### config.mk
export PLATFORM = sky130hd
export DESIGN_NAME = sel_scan_ctrl
export DESIGN_NICKNAME = d
export VERILOG_FILES = /design/src/rtl/sel_pkg.sv /design/src/rtl/sel_window_dec.sv /design/src/rtl/sel_scan_ctrl.sv
export SDC_FILE = /design/constraint.sdc
export NUM_CORES = 1
export LEC_CHECK = 0
export CAP_MARGIN = 30
export CORE_MARGIN = 5
export CORE_UTILIZATION = 52
export CTS_CLUSTER_SIZE = 14
export DETAILED_ROUTE_END_ITERATION = 10
export PLACE_DENSITY = 0.82
export SYNTH_ARGS = -nofsm -noshare
export SYNTH_HDL_FRONTEND = slang
export SYNTH_SLANG_ARGS = --single-unit
### constraint.sdc
create_clock -name clk -period 6.32 [get_ports clk]
set_input_delay 1.896 -clock clk [delete_from_list [all_inputs] [get_ports clk]]
set_output_delay 1.896 -clock clk [all_outputs]
set_load 0.02 [all_outputs]
### src/rtl/sel_pkg.sv
// rtl/sel_pkg.sv - shared constants, state type and helpers for the slot-select scan sequencer
package sel_pkg;

  localparam int unsigned NUM_SLOTS = 32;
  localparam logic [7:0]  BASE      = 8'h80;
  localparam logic [7:0]  IDLE_CNT  = 8'h00;

  typedef enum logic [1:0] {
    IDLE  = 2'd0,
    SERVE = 2'd1,
    FIN   = 2'd2
  } sel_state_t;

  // Lowest set bit of a slot mask, returned as {found, index}.
  function automatic logic [5:0] find_first(input logic [NUM_SLOTS-1:0] m);
    logic [5:0] r;
    r = 6'd0;
    for (int i = NUM_SLOTS - 1; i >= 0; i--) begin
      if (m[i]) r = {1'b1, 5'(i)};
    end
    return r;
  endfunction

  // Slot index to decoder count; BASE has no bits in [4:0], so no carry occurs.
  function automatic logic [7:0] slot_count(input logic [4:0] idx);
    return BASE + {3'b000, idx};
  endfunction

endpackage

### src/rtl/sel_window_dec.sv
// rtl/sel_window_dec.sv - 8-bit count to 32-way one-hot select for the 0x80..0x9F window
module sel_window_dec
  import sel_pkg::*;
(
  input  logic [7:0]           count,
  output logic [NUM_SLOTS-1:0] select
);

  // Only counts with top bits 3'b100 land in the window; everything else selects nothing.
  always_comb begin
    select = '0;
    if (count[7:5] == 3'b100) select[count[4:0]] = 1'b1;
  end

endmodule

### src/rtl/sel_scan_ctrl.sv
// rtl/sel_scan_ctrl.sv - steps the decoder count through enabled slots with ack handshake and timeout
module sel_scan_ctrl
  import sel_pkg::*;
#(
  parameter int unsigned TIMEOUT = 15
) (
  input  logic                 clk,
  input  logic                 rst,
  input  logic                 start,
  input  logic                 abort,
  input  logic [NUM_SLOTS-1:0] slot_mask,
  input  logic                 slot_ack,
  output logic [7:0]           count,
  output logic [NUM_SLOTS-1:0] select,
  output logic                 slot_valid,
  output logic [4:0]           cur_slot,
  output logic                 busy,
  output logic                 done,
  output logic                 tmo_err
);

  sel_state_t           state_q, state_d;
  logic [7:0]           count_q, count_d;
  logic [4:0]           cur_q, cur_d;
  logic [NUM_SLOTS-1:0] mask_q, mask_d;
  logic [7:0]           tmo_q, tmo_d;
  logic                 err_q, err_d;

  logic [5:0]           first_hit;
  logic [5:0]           next_hit;
  logic [NUM_SLOTS-1:0] above_cur;
  logic                 tmo_hit;

  // Slots strictly above the one being served; shifting twice lets slot 31 clear everything.
  assign above_cur = mask_q & ((32'hFFFF_FFFF << cur_q) << 1);
  assign first_hit = find_first(slot_mask);
  assign next_hit  = find_first(above_cur);
  // This is the TIMEOUT-th cycle the slot has gone unanswered.
  assign tmo_hit   = (tmo_q == 8'(TIMEOUT - 1));

  // State and datapath registers; reset returns to an idle decoder with the error cleared.
  always_ff @(posedge clk) begin
    if (rst) begin
      state_q <= IDLE;
      count_q <= IDLE_CNT;
      cur_q   <= 5'd0;
      mask_q  <= '0;
      tmo_q   <= 8'd0;
      err_q   <= 1'b0;
    end else begin
      state_q <= state_d;
      count_q <= count_d;
      cur_q   <= cur_d;
      mask_q  <= mask_d;
      tmo_q   <= tmo_d;
      err_q   <= err_d;
    end
  end

  // Next-state logic: abort wins over everything, then start/ack/timeout by state.
  always_comb begin
    state_d = state_q;
    count_d = IDLE_CNT;
    cur_d   = cur_q;
    mask_d  = mask_q;
    tmo_d   = tmo_q;
    err_d   = err_q;
    if (abort) begin
      state_d = IDLE;
    end else begin
      case (state_q)
        IDLE: begin
          if (start) begin
            mask_d = slot_mask;
            err_d  = 1'b0;
            if (first_hit[5]) begin
              state_d = SERVE;
              cur_d   = first_hit[4:0];
              count_d = slot_count(first_hit[4:0]);
              tmo_d   = 8'd0;
            end else begin
              state_d = FIN;
            end
          end
        end
        SERVE: begin
          count_d = count_q;
          if (slot_ack || tmo_hit) begin
            if (!slot_ack) err_d = 1'b1;
            if (next_hit[5]) begin
              cur_d   = next_hit[4:0];
              count_d = slot_count(next_hit[4:0]);
              tmo_d   = 8'd0;
            end else begin
              state_d = FIN;
              count_d = IDLE_CNT;
            end
          end else begin
            tmo_d = tmo_q + 8'd1;
          end
        end
        FIN: begin
          state_d = IDLE;
        end
        default: begin
          state_d = IDLE;
        end
      endcase
    end
  end

  sel_window_dec u_dec (
    .count  (count_q),
    .select (select)
  );

  assign count      = count_q;
  assign cur_slot   = cur_q;
  assign slot_valid = (state_q == SERVE);
  assign busy       = (state_q == SERVE);
  assign done       = (state_q == FIN);
  assign tmo_err    = err_q;

endmodule

==> key figures <==
Clock network
  – Setup bufs post-CTS: 0
  – CTS tree: built
  – Clock sink count: 53
  – Clock latency on the worst-skew pair: 0.32 ns
  – Clk slew on worst S/H paths: 0.10 ns
  – H-Tree Depth: 2
  – Hold buffers post-CTS: 0
  – CTS buffer count: 5
  – Resized cells post-CTS: 0
  – Max Root-Sink Buffers: 2
  – CTS root buf: clkbuf_8

Worst setup path
  – CP Launch Type: input pin
  – Family with the most delay on the worst path: simple AND/OR/NAND/NOR gates
  – Max Fanout on Critical Path: 10
  – Worst path slowest cell: or4_1
  – CP peak stage delay: 0.69 ns
  – CP arrival: 4.60 ns
  – Worst EP required: 6.57 ns
  – CP Cell Sequence: clkdlybuf4s50_1 > or4_1 > nor4_4 > a21boi_1 > o21ai_2 > a211oi_4 > or2_0 > a211oi_2
  – Worst Setup SP: slot_mask[28]
  – Crit path capture type: flop
  – RR Startpoint: cur_slot[4]
  – Critical path class: input pin to flop
  – Buf+Inv Stages, Crit Path: 1

Detailed routing
  – Via count: 4416
  – Vias/cell: 6.28
  – Routed WL: 12.0 mm
  – Detailed router's first-iteration violation count: 507
  – Final ANT Viol Nets: 0
  – WL per Instance: 17.1 µm
  – Drc violations: 0
  – DRT Pass-1 Iters: 5

Layout
  – Layout Nets: 642
  – FILL cells: 655
  – Final Non-Filler Cells: 703
  – Antenna cells: 0
  – Layout overhead on the synthesized area: 23.1%
  – Share of post-route cells with drive strength above 1: 5.13%

Die
  – Initial Util: 53.1%
  – Die extent in y: 95.8 µm
  – Row count: 31
  – Die Wd: 95.8 µm
  – Core area: 7210 µm²
  – Die ar.: 9180 µm²
  – I/O pins: 86

STA
  – Clock Skew: 0.00998 ns
  – Worst Tran Pin Value: 1.05 ns
  – Fin crit share: 68.8%
  – Final setup vio count: 0
  – Setup tns final: 0 ns
  – Final Max Slew Viols: 0
  – Fmax: 230 MHz
  – RSZ-0062 raised after global routing: false
  – Tmin final: 4.35 ns
  – Final Hold Vio Count: 0
  – Normalized max-slew margin: 29.6%

Synth
  – Post-synth EDFFs: 0
  – Cell with the most instances after synthesis: nand2_1
  – Mean Syn Cell Area: 7.01 µm²
  – Main area contributors after synthesis: dfxtp_1 28%, a21oi_1 8.4%, nand2_1 8.3%
  – Mapped Area: 3830 µm²
  – Mapped Cells: 546
  – Seq/Total Area, Yosys: 27.7%
  – Synth area leader: dfxtp_1
  – Synth cell count leaders: 85 x nand2_1, 70 x nor2_1, 64 x a21oi_1
  – Warning count from the yosys run: 0
  – Ys flop type: dfxtp_1
  – Yosys cell types: 75
  – Synth async-reset ratio: 0%
  – Post-synth top area share: 27.7%
  – Synthesized flop and latch total: 53

Power and ir drop
  – Pwr/cell area: 170 nW/µm²
  – Sequential power share: 47.8%
  – Pwr Total: 803 µW
  – Pleak: 1.61 nW
  – Comb pwr share: 26.9%
  – P_int: 521 µW
  – P_sw: 283 µW
  – Peak supply drop: 0.127 mV
  – Sw Ratio: 35.2%
  – Clock Power Share: 25.4%

Outcome
  – Status: finished clean

Placement
  – RD Place Congestion: 0.964
  – Dpl cells: 695
  – # port buffers: 83
  – Dpl hpwl: 9.15 mm

Worst hold path
  – Hold wc startpoint: mask_q[24]
  – Class of the worst hold path: flop to flop

Global route
  – First-pass GRT wire length: 19.2 mm
  – Vias in the first global route: 3982
  – Pin count of the biggest net entering global routing: 44
  – Initial antenna violation count: 0
  – Gr usage total: 26.1%
  – GR Overflow Total: 0

Flow run
  – Max Cap Viol: 0
## cells in the final DEF (no fill, tap or decap), drive strengths merged, types with 3 or more instances in the layout
cell type	instances
a2111oi	3
a211oi	7
a21boi	4
a21oi	64
a221oi	3
a22oi	5
a311oi	3
a31oi	4
a32oi	5
and2	3
and3	6
clkbuf	5
clkdlybuf4s50	83
dfxtp	53
inv	21
nand2	87
nand2b	3
nand3	17
nand3b	9
nand4	4
nor2	70
nor2b	16
nor3	13
nor4	12
o2111ai	5
o211ai	5
o21ai	24
o21bai	3
o22ai	3
o311ai	5
o31ai	6
or2	4
or3	3
or3b	3
or4	5
xnor2	5
## through the flow
step | hold slack, ns | setup slack (ns) | utilization [%] | area [µm²]
2_1_floorplan | 0.432 | 2.46 | - | 3830
3_3_place_gp | 0.446 | 1.76 | 63.8 | 4600
3_5_place_dp | 0.447 | 1.65 | 64.0 | 4620
4_1_cts | 0.461 | 1.98 | 65.3 | 4710
5_1_grt | 0.481 | 1.82 | 65.3 | 4710
6_report | 0.462 | 1.97 | 65.3 | 4710
## tightest hold or removal path, stage by stage, from the launching register on
cell and delay [ns]:
dfxtp_1 0.32, nand2_1 0.05, a21oi_1 0.05
## routing by layer
| metal | global-route usage [%] | wire [µm] | vias up |
|---|---|---|---|
| met2 | 43.3 | 5770 | 239 |
| met3 | 5.24 | 1100 | 21 |
| li1 | - | - | 2105 |
| met4 | 7.35 | 188 | 0 |
| met5 | 0 | 0 | - |
| met1 | 34.3 | 4950 | 2051 |
## logic make-up after synthesis
logic type               synth area share, %
AO/OA/AOI/OAI                           30.0
XOR/XNOR                                1.14
adder cells (fa/ha/maj)                0.654
buffers and inverters                   7.09
flip-flops                              27.7
other                                 0.0980
AND/OR/NAND/NOR                         33.3
## final timing paths
| path | to | slack (ns) | cells past startpoint |
|---|---|---|---|
| worst min-delay path | mask_q[24] | 0.46 | 2 |
| worst max register to register | tmo_q[1] | 2.91 | 7 |
| worst min register to register | mask_q[24] | 0.46 | 2 |
| worst max-delay path | tmo_q[1] | 1.97 | 8 |
## sequential cells by signal (all words and copies together), names as in the netlist
register / cells
count: 6
cur_slot: 5
mask_q: 31
state_q: 2
tmo_err: 1
tmo_q: 8
## power by group through the flow
stage          registers [mW]  clock network, mW  logic, mW
2_1_floorplan           0.371                  0      0.154
3_5_place_dp            0.390                  0      0.210
3_3_place_gp            0.388                  0      0.205
6_report                0.384              0.204      0.216
5_1_grt                 0.386              0.219      0.236
4_1_cts                 0.382              0.206      0.211
## final cells by class
class,instances,area (µm²),area share [%]
multi-input cells,438,2500,53.1
flip-flops and latches,53,1060,22.5
repair buffers,85,853,18.1
well taps,99,124,2.63
inverters,20,77.6,1.65
clock buffers,5,68.8,1.46
clock inverters,3,26.3,0.558
Note: power is estimated with default switching activity, not from simulation.
